<file path="src/rtl/nabp_angle_sequencer.sv">
// nabp_angle_sequencer
//
// Top-level scheduler for the back-projection shifter. It walks every
// (partition, angle) pair in order. For each pair it pulses the shifter LUT
// load, kicks the shifter fill phase and waits for it to finish. It then waits
// for the downstream PE, kicks the shift phase and waits for that to finish.
//
// Ports:
//   clk            rising-edge clock
//   reset_n        asynchronous active-low reset
//   start          host request to begin a full sweep (honoured in IDLE only)
//   abort          synchronous abort back to IDLE, clears angle/partition
//   busy           high in every state except IDLE
//   done           one-cycle pulse when the sweep completes
//   lut_load       one-cycle pulse: LUT latches sl_accu_base for angle/partition
//   angle          current angle index
//   partition      current partition index
//   sh_fill_kick   one-cycle pulse starting the shifter fill phase
//   sh_fill_done   shifter fill-complete level (sampled in FILL_WAIT only)
//   sh_shift_kick  one-cycle pulse starting the shifter shift phase
//   sh_shift_done  shifter shift-complete level (sampled in SHIFT_WAIT only)
//   pe_ready       downstream PE can accept a shift phase
//
// All outputs are registered from the next-state decode, so no input reaches
// an output without passing through a flop.

module nabp_angle_sequencer #(
    parameter int ANGLE_LEN      = 180,
    parameter int NUM_PARTITIONS = 4,
    parameter int ANGLE_W        = 8,
    parameter int PART_W         = 2
) (
    input  logic               clk,
    input  logic               reset_n,
    input  logic               start,
    input  logic               abort,
    output logic               busy,
    output logic               done,
    output logic               lut_load,
    output logic [ANGLE_W-1:0] angle,
    output logic [PART_W-1:0]  partition,
    output logic               sh_fill_kick,
    input  logic               sh_fill_done,
    output logic               sh_shift_kick,
    input  logic               sh_shift_done,
    input  logic               pe_ready
);

    localparam logic [ANGLE_W-1:0] ANGLE_LAST = ANGLE_W'(ANGLE_LEN - 1);
    localparam logic [PART_W-1:0]  PART_LAST  = PART_W'(NUM_PARTITIONS - 1);

    typedef enum logic [3:0] {
        IDLE       = 4'd0,
        LUT_LOAD   = 4'd1,
        LUT_WAIT   = 4'd2,
        FILL_KICK  = 4'd3,
        FILL_WAIT  = 4'd4,
        PE_WAIT    = 4'd5,
        SHIFT_KICK = 4'd6,
        SHIFT_WAIT = 4'd7,
        ADVANCE    = 4'd8,
        DONE       = 4'd9
    } state_t;

    state_t             state;
    state_t             state_nxt;
    logic [ANGLE_W-1:0] angle_nxt;
    logic [PART_W-1:0]  partition_nxt;

    // Next-state and index update. The done inputs are only looked at in the
    // two wait states, which both begin the cycle after their kick, so a done
    // level left high from an earlier phase cannot short-circuit a kick.
    always_comb begin
        state_nxt     = state;
        angle_nxt     = angle;
        partition_nxt = partition;

        case (state)
            IDLE: begin
                if (start) begin
                    state_nxt     = LUT_LOAD;
                    angle_nxt     = '0;
                    partition_nxt = '0;
                end
            end
            LUT_LOAD:   state_nxt = LUT_WAIT;
            LUT_WAIT:   state_nxt = FILL_KICK;   // covers the LUT read latency
            FILL_KICK:  state_nxt = FILL_WAIT;
            FILL_WAIT:  if (sh_fill_done)  state_nxt = PE_WAIT;
            PE_WAIT:    if (pe_ready)      state_nxt = SHIFT_KICK;
            SHIFT_KICK: state_nxt = SHIFT_WAIT;
            SHIFT_WAIT: if (sh_shift_done) state_nxt = ADVANCE;
            ADVANCE: begin
                if (angle == ANGLE_LAST && partition == PART_LAST) begin
                    state_nxt = DONE;
                end else begin
                    state_nxt = LUT_LOAD;
                    if (angle == ANGLE_LAST) begin
                        angle_nxt     = '0;
                        partition_nxt = partition + PART_W'(1);
                    end else begin
                        angle_nxt = angle + ANGLE_W'(1);
                    end
                end
            end
            DONE:       state_nxt = IDLE;
            default:    state_nxt = IDLE;        // illegal encodings recover
        endcase

        // Abort overrides everything, including a simultaneous start in IDLE.
        // In IDLE the final indices of a finished sweep are left untouched.
        if (abort) begin
            state_nxt = IDLE;
            if (state != IDLE) begin
                angle_nxt     = '0;
                partition_nxt = '0;
            end
        end
    end

    // Single state register; outputs are decoded from the next state so they
    // line up with the state they describe.
    always_ff @(posedge clk or negedge reset_n) begin
        if (!reset_n) begin
            state         <= IDLE;
            angle         <= '0;
            partition     <= '0;
            busy          <= 1'b0;
            done          <= 1'b0;
            lut_load      <= 1'b0;
            sh_fill_kick  <= 1'b0;
            sh_shift_kick <= 1'b0;
        end else begin
            state         <= state_nxt;
            angle         <= angle_nxt;
            partition     <= partition_nxt;
            busy          <= (state_nxt != IDLE);
            done          <= (state_nxt == DONE);
            lut_load      <= (state_nxt == LUT_LOAD);
            sh_fill_kick  <= (state_nxt == FILL_KICK);
            sh_shift_kick <= (state_nxt == SHIFT_KICK);
        end
    end

endmodule

</file>
<file path="config.mk">
export PLATFORM = sky130hd
export DESIGN_NAME = nabp_angle_sequencer
export DESIGN_NICKNAME = d
export VERILOG_FILES = /design/src/rtl/nabp_angle_sequencer.sv
export SDC_FILE = /design/constraint.sdc
export NUM_CORES = 1
export LEC_CHECK = 0
export CAP_MARGIN = 30
export CELL_PAD_IN_SITES_DETAIL_PLACEMENT = 1
export CELL_PAD_IN_SITES_GLOBAL_PLACEMENT = 1
export CORE_MARGIN = 8
export CORE_UTILIZATION = 36
export CTS_BUF_LIST = sky130_fd_sc_hd__clkbuf_2 sky130_fd_sc_hd__clkbuf_4 sky130_fd_sc_hd__clkbuf_8
export DETAILED_ROUTE_END_ITERATION = 6
export PLACE_DENSITY = 0.77
export SYNTH_ARGS = -nofsm -noshare
export SYNTH_HDL_FRONTEND = slang
export SYNTH_SLANG_ARGS = --single-unit
</file>
<file path="constraint.sdc">
create_clock -name clk -period 1.8 [get_ports clk]
set_input_delay 0.36 -clock clk [delete_from_list [all_inputs] [get_ports clk]]
set_output_delay 0.36 -clock clk [all_outputs]
set_load 0.005 [all_outputs]
</file>
Yosys cells after proc, flatten, opt, wreduce, memory -nomap -nowiden
Cells that the tools add are included.

storage, ports and cells
  output and inout bits = 15
  word-level logic and storage cells = 47
  register bits after elaboration = 19
  input bits = 7

cells by class
  equal/unequal tests = 14
  reduce and logical (&&, ||, !) cells = 4
  add/subtract/negate cells = 2
  mux-type cells = 19

operators by type and width
  kind                                            number
  2-to-1 mux 8 bit                                5
  one-hot mux 4 bit (9 select lines)              1
  2-to-1 mux 4 bit                                6
  == test 4 x 3 -> 1 bit (second input constant)  5
  one-hot mux 8 bit (2 select lines)              1
  == test 4 x 2 -> 1 bit (second input constant)  3
  2-to-1 mux 2 bit                                5
  adder 8 x 1 -> 8 bit (second input constant)    1
  == test 4 x 1 -> 1 bit (second input constant)  2
  == test 4 bit (second input constant)           2
  == test 8 bit (second input constant)           1
  nonzero test 4 bit                              2
  logical NOT 4 bit                               1
  one-hot mux 2 bit (2 select lines)              1
  adder 2 x 1 -> 2 bit (second input constant)    1
  == test 2 bit (second input constant)           1
  logical AND 1 bit                               1

Longest topological paths before layout
Gate-level depths: netlist of the first run.

  depth in word-level cells = 6
  mapped depth = 5
  depth with buffers taken out = 5

Worst setup path after synthesis of the first run
No wires, ideal clock.

  kind = reg-to-reg
  from = register state[1]
  to = register angle[3]
  path buffers = 1
  stages on the path, launching flop included = 6
  library setup time = 107 ps
  data required time = 1693 ps
  clock period less this slack = 1673 ps
  data arrival time = 1567 ps
  path slack = 127 ps
  path through = dfrtp_1 buf_6 or4b_4 a21oi_4 a21oi_2 a2111oi_4

on the way
  word-level cells in the longest chain between the ends = 4
  elaborated cells on any way between the ends = 6
  classes of those cells = 1 x eq/ne; 3 x mux; 2 x reduce/logical

ends and longest elaborated chain
  element                                             RTL line  RTL
  start: declaration                                  65        state_t state;
  start signal: assignment                            134       state <= state_nxt;
  == test 4 bit or logical NOT 4 bit (tied branches)  78        case (state)
  one-hot mux 8 bit (2 select lines)                  78
  2-to-1 mux 8 bit                                    114       if (state != IDLE) begin
  2-to-1 mux 8 bit *                                  112       if (abort) begin
  named net angle_nxt[3]                              67        logic [ANGLE_W-1:0] angle_nxt;
  end signal: assignment                              135       angle <= angle_nxt;
  end: declaration                                    40        output logic [ANGLE_W-1:0] angle,

Mark *: on every way through the listed nets, which the timed path passes. The rest lies on a longest branch.

Worst setup path after layout of the first run
  from = register angle[2]
  to = output angle[2]

No word-level cell between the ends.

==> results of run 1 <==
## cells by family (layout without fill, tap and decap cells)
logic type / after synthesis / in the layout / share of synthesized area
compound gates: 34 / 34 / 0.236
xor+xnor: 1 / 1 / 0.00783
fa+ha+maj: 2 / 2 / 0.0224
buf+inv: 10 / 50 / 0.0470
flops: 19 / 19 / 0.425
mux: 1 / 1 / 0.00895
simple gates: 47 / 47 / 0.253
## registers in the layout, indices dropped and copies added (netlist names)
signal	flops
angle	8
busy	1
sh_shift_kick	1
state	4
done	1
lut_load	1
sh_fill_kick	1
partition	2
## worst min-delay path by stage
stage	startpoint	cells after the start	endpoint	slack, ns
final	reset_n	2	angle[1]	0.36
after global routing	reset_n	2	angle[1]	0.39
after CTS	reset_n	2	angle[1]	0.37
after detailed placement	angle[7]	1	angle[7]	0.50
after global placement	angle[7]	1	angle[7]	0.50
after floorplan	reset_n	0	angle[0]	0.06
## power groups by stage
stage,combinational [mW],sequential [mW],clock [mW]
after global placement,0.212,0.466,0
final,0.225,0.461,0.250
after floorplan,0.109,0.461,0
after detailed placement,0.220,0.467,0
after CTS,0.223,0.459,0.256
after global routing,0.245,0.464,0.272
## layer usage
layer | wire, um | track usage
met1 | 1540 | 0.173
met2 | 1780 | 0.250
met3 | 64 | 0.0112
met4 | 68 | 0.0680
met5 | 0 | 0
## cell usage in the layout (no fill, tap or decap), types with 4 or more instances in the layout
cell             Yosys  routed
nand2_1              7       7
buf_4                0      18
nor2_1              11      11
inv_1                6       6
nor3_1               6       6
o21ai_0              6       6
nand2b_1             5       5
dfrtp_1             19      16
a21oi_1              6       6
clkbuf_4             0       4
clkdlybuf4s50_1      0      21
nand4_1              4       4
## final cells by class
cell class | count | area share
sequential | 19 | 0.310
timing repair buffer | 40 | 0.236
inverter | 6 | 0.0146
tap | 33 | 0.0267
clock buffer | 4 | 0.0194
multi-input combinational | 85 | 0.393
## repair_timing
| action | 4_1_cts | 5_1_grt |
|---|---|---|
| buffers inserted | 0 | 1 |
| endpoints found under the setup margin | 0 | 9 |
| resized for setup | 0 | 6 |
==> flow_summary.json, run 1 <==
{
  "status": "finished clean",
  "drive_gt1_frac": 0.253,
  "first_iter_violations": 68,
  "place_hpwl_mm": 2.58,
  "whs_ns": 0.363,
  "nets": 164,
  "post_dp_cell_area_sq_mm": 0.00149,
  "synth_flop_cell": "dfrtp_1",
  "fillers": 354,
  "cp-start-kind": "flip-flop",
  "utilization": 0.515,
  "skew_ns": 0.0148,
  "slew_violations": 0,
  "synth_warnings": 0,
  "r2r_cells": 4,
  "setup_tns_ns": 0,
  "max_slew_margin": 0.728,
  "ctsRootBufferMaster": "clkbuf_4",
  "synth_commonest_cells": "dfrtp_1 (19), nor2_1 (11), nand2_1 (7)",
  "ios": 22,
  "clk_latency_ns": 0.32,
  "die_h_um": 71.7,
  "p_sw_frac": 0.300,
  "hold_violations": 0,
  "dp.cells": 182,
  "design_area_sq_mm": 0.00155,
  "grt_pass1_wl_mm": 5.90,
  "die_area_sq_mm": 0.00515,
  "grt_max_degree": 20,
  "regArea_sq_um": 479,
  "criticalPathCategory": "flip-flop to primary output",
  "multi_input_area_sq_um": 608,
  "rsz0062_at_grt": "yes",
  "synth_area_leaders": "dfrtp_1 (43%), nor2_1 (3.7%), nand2b_1 (2.8%), a21oi_1 (2.7%), nor3_1 (2.7%)",
  "switchingPower_mw": 0.281,
  "endpoint": "angle[2]",
  "startpoint": "angle[2]",
  "gp_congestion": 0.770,
  "synth_top_area_cell": "dfrtp_1",
  "setup.worst_path.end_class": "primary output",
  "syn2layout_area_growth_pct": 38.3,
  "clock-sinks": 19,
  "ys_ff_latch": 19,
  "vias": 1060,
  "cts_buffers": 3,
  "io_buffers": 21,
  "yosysTopAreaCellShare": 0.425,
  "postSynthCellCount": 114,
  "yosysMostFrequentCell": "dfrtp_1",
  "cts_tree": "done",
  "clock_power_share": 0.267,
  "timing.rr.start": "state[0]",
  "wl_per_cell_um": 18.5,
  "die_w_um": 71.7,
  "cts_hold_buf": 0,
  "crit_family": "buffers and inverters",
  "grt_util_all_layers": 0.143,
  "cp_max_fo": 7,
  "cp_data_required_time_ns": 1.44,
  "syn-mean-instance-area_sq_um": 9.81,
  "p_leak_nw": 0.640,
  "cp_cell_sequence": "clkdlybuf4s50_1",
  "first_global_vias": 1193,
  "ant_nets": 0,
  "sequentialPowerShare": 0.493,
  "max_freq_ghz": 0.561,
  "power.internal_mw": 0.655,
  "setup_violations": 0,
  "start_util": 0.373,
  "critical-path-max-stage-delay_ns": 0.57,
  "drc": 0,
  "arrival_ns": 1.42,
  "fin_cells": 187,
  "cap_violations": 0,
  "clock_path_buffers": 2,
  "postSynth.asyncResetShare": 1.00,
  "grt_antenna_before_repair": 0,
  "regToRegSetupSlack_ns": 0.09,
  "rows": 20,
  "critical_path_depth": 1,
  "grt_remaining_overflow": 0,
  "htreeDepth": 1,
  "hp-class": "input port to asynchronous set/reset pin",
  "n_antenna_cell": 0,
  "setup_ws_ns": 0.0170,
  "final.period_utilization": 0.991,
  "synth.yosys.seq_area_share": 0.425,
  "critPathSlowestCell": "clkdlybuf4s50_1",
  "p_comb_frac": 0.241,
  "p_total_mw": 0.936,
  "syn_area_sq_mm": 0.00112,
  "wirelength_mm": 3.45,
  "ys_types": 40,
  "worstReg2RegEnd": "angle[3]",
  "core_sq_mm": 0.00300,
  "routed_via_density": 5.67,
  "irDropWorstVdd_mv": 0.394,
  "firstDrtPassIters": 4,
  "crit_buf_inv": 1,
  "syn-num-nets": 123,
  "synth-edff-count": 0,
  "power.density_mw_per_mm2": 605,
  "clk_pin_slew_worst_paths_ns": 0.12,
  "dp_slack_ns": -0.0642,
  "tightest_slew_ns": 0.404,
  "min_period_ns": 1.78
}
Power figures use the tool's default switching activity.
==> inputs of run 2 (changes only) <==
--- a/config.mk
+++ b/config.mk
@@ -8,6 +8,7 @@
 export CAP_MARGIN = 30
 export CELL_PAD_IN_SITES_DETAIL_PLACEMENT = 1
 export CELL_PAD_IN_SITES_GLOBAL_PLACEMENT = 1
+export CORE_ASPECT_RATIO = 1.4
 export CORE_MARGIN = 8
 export CORE_UTILIZATION = 36
 export CTS_BUF_LIST = sky130_fd_sc_hd__clkbuf_2 sky130_fd_sc_hd__clkbuf_4 sky130_fd_sc_hd__clkbuf_8
@@ -16,3 +17,4 @@
 export SYNTH_ARGS = -nofsm -noshare
 export SYNTH_HDL_FRONTEND = slang
 export SYNTH_SLANG_ARGS = --single-unit
+export TNS_END_PERCENT = 1
==> run 2 against run 1 <==
Sequential share of layout area shrank 0.27 points. Clock skew is 0.010 ns lower. Critical path type unchanged. Die area up 0.50%. Register-to-register slack about the same.
==> flow_summary.json, run 2 (same netlist as run 1, synthesis figures left out) <==
{
  "dp_slack_ns": -0.0814,
  "first_global_vias": 1145,
  "utilization": 0.510,
  "grt_pass1_wl_mm": 5.45,
  "p_comb_frac": 0.220,
  "die_w_um": 63.1,
  "max_freq_ghz": 0.584,
  "cp_cell_sequence": "clkdlybuf4s50_1",
  "final.period_utilization": 0.952,
  "n_antenna_cell": 0,
  "firstDrtPassIters": 4,
  "grt_max_degree": 20,
  "layout_common_cells": "clkdlybuf4s50_1 (21), dfrtp_1 (19), buf_4 (19), nor2_1 (11), nand2_1 (7)",
  "clk_latency_ns": 0.26,
  "grt_antenna_before_repair": 0,
  "status": "finished clean",
  "first_iter_violations": 23,
  "cp-start-kind": "flip-flop",
  "core_sq_mm": 0.00303,
  "cp_data_required_time_ns": 1.44,
  "p_total_mw": 0.974,
  "critical_path_depth": 1,
  "startpoint": "angle[2]",
  "postCtsSetupBuffers": 0,
  "grt_remaining_overflow": 0,
  "arrival_ns": 1.35,
  "ant_nets": 0,
  "tightest_slew_ns": 0.304,
  "r2r_cells": 4,
  "p_sw_frac": 0.281,
  "setup_ws_ns": 0.0863,
  "die_area_sq_mm": 0.00517,
  "rsz0062_at_grt": "no",
  "syn2layout_area_growth_pct": 38.4,
  "dp.cells": 189,
  "drive_gt1_frac": 0.227,
  "place_hpwl_mm": 2.50,
  "critical-path-max-stage-delay_ns": 0.58,
  "cts_buffers": 3,
  "top_register": "angle",
  "design_area_sq_mm": 0.00155,
  "die_h_um": 82.0,
  "cts_tree": "done",
  "largest_reg_flops": 8,
  "rows": 24,
  "irDropWorstVdd_mv": 0.362,
  "power.density_mw_per_mm2": 629,
  "criticalPathCategory": "flip-flop to primary output",
  "wirelength_mm": 3.20,
  "vias": 1076,
  "crit_family": "buffers and inverters",
  "cap_violations": 0,
  "p_leak_nw": 0.647,
  "nets": 164,
  "ios": 22,
  "mostFrequentLayoutCell": "clkdlybuf4s50_1",
  "largestRegisters": "angle (8), state (4), partition (2)",
  "clock_path_buffers": 2,
  "ctsRootBufferMaster": "clkbuf_8",
  "wl_per_cell_um": 16.6,
  "crit_buf_inv": 1,
  "clock-sinks": 19,
  "timing.rr.start": "state[2]",
  "critPathSlowestCell": "clkdlybuf4s50_1",
  "hp-class": "input port to asynchronous set/reset pin",
  "power.internal_mw": 0.701,
  "start_util": 0.369,
  "slew_violations": 0,
  "gp_congestion": 0.885,
  "min_period_ns": 1.71,
  "setup.worst_path.end_class": "primary output",
  "skew_ns": 0.00461,
  "sequentialPowerShare": 0.471,
  "clk_pin_slew_worst_paths_ns": 0.07,
  "switchingPower_mw": 0.273,
  "drc": 0,
  "routed_via_density": 5.58,
  "post_dp_cell_area_sq_mm": 0.00149,
  "whs_ns": 0.432,
  "htreeDepth": 1,
  "fin_cells": 193,
  "clock_power_share": 0.309,
  "post_cts_resized": 0,
  "io_buffers": 21,
  "cts_hold_buf": 0,
  "max_slew_margin": 0.797,
  "cp_max_fo": 7,
  "grt_util_all_layers": 0.132,
  "setup_tns_ns": 0,
  "hold_violations": 0,
  "setup_violations": 0
}
## run 2: changes by cell type in the layout (fill, tap and decap cells not counted), sizes merged
cell    change
clkbuf      -1
clkinv      +1
## run 2: metal layers
metal | up-vias | share of wire | GRT usage
met5 | - | 0 | 0
met4 | 0 | 0.027 | 0.0686
met3 | 9 | 0.027 | 0.0273
met2 | 18 | 0.57 | 0.254
met1 | 542 | 0.38 | 0.133
li1 | 507 | - | -
## run 2: cell type report
type | instances | area [sq um]
well taps | 39 | 48.8
inverters | 6 | 22.5
flip-flops and latches | 19 | 475
fillers | 361 | 1490
repair buffers | 40 | 353
clock buffers | 3 | 41.3
clock inverters | 1 | 5.00
multi-input cells | 85 | 602
## run 2: path summary, 6_finish.rpt
check,to,slack [ns]
setup / recovery,angle[2],0.09
hold / removal,sh_shift_kick,0.43
setup reg to reg,angle[3],0.09
hold reg to reg,angle[7],0.53
max in group asynchronous,angle[7],1.16
min in group clk,angle[7],0.53
## run 2: power groups by stage
stage                     registers [mW]  logic, mW  clock network (mW)
after floorplan                    0.461      0.109                   0
after global placement             0.466      0.202                   0
after detailed placement           0.467      0.211                   0
after CTS                          0.459      0.212               0.316
after global routing               0.461      0.233               0.332
final                              0.459      0.214               0.301
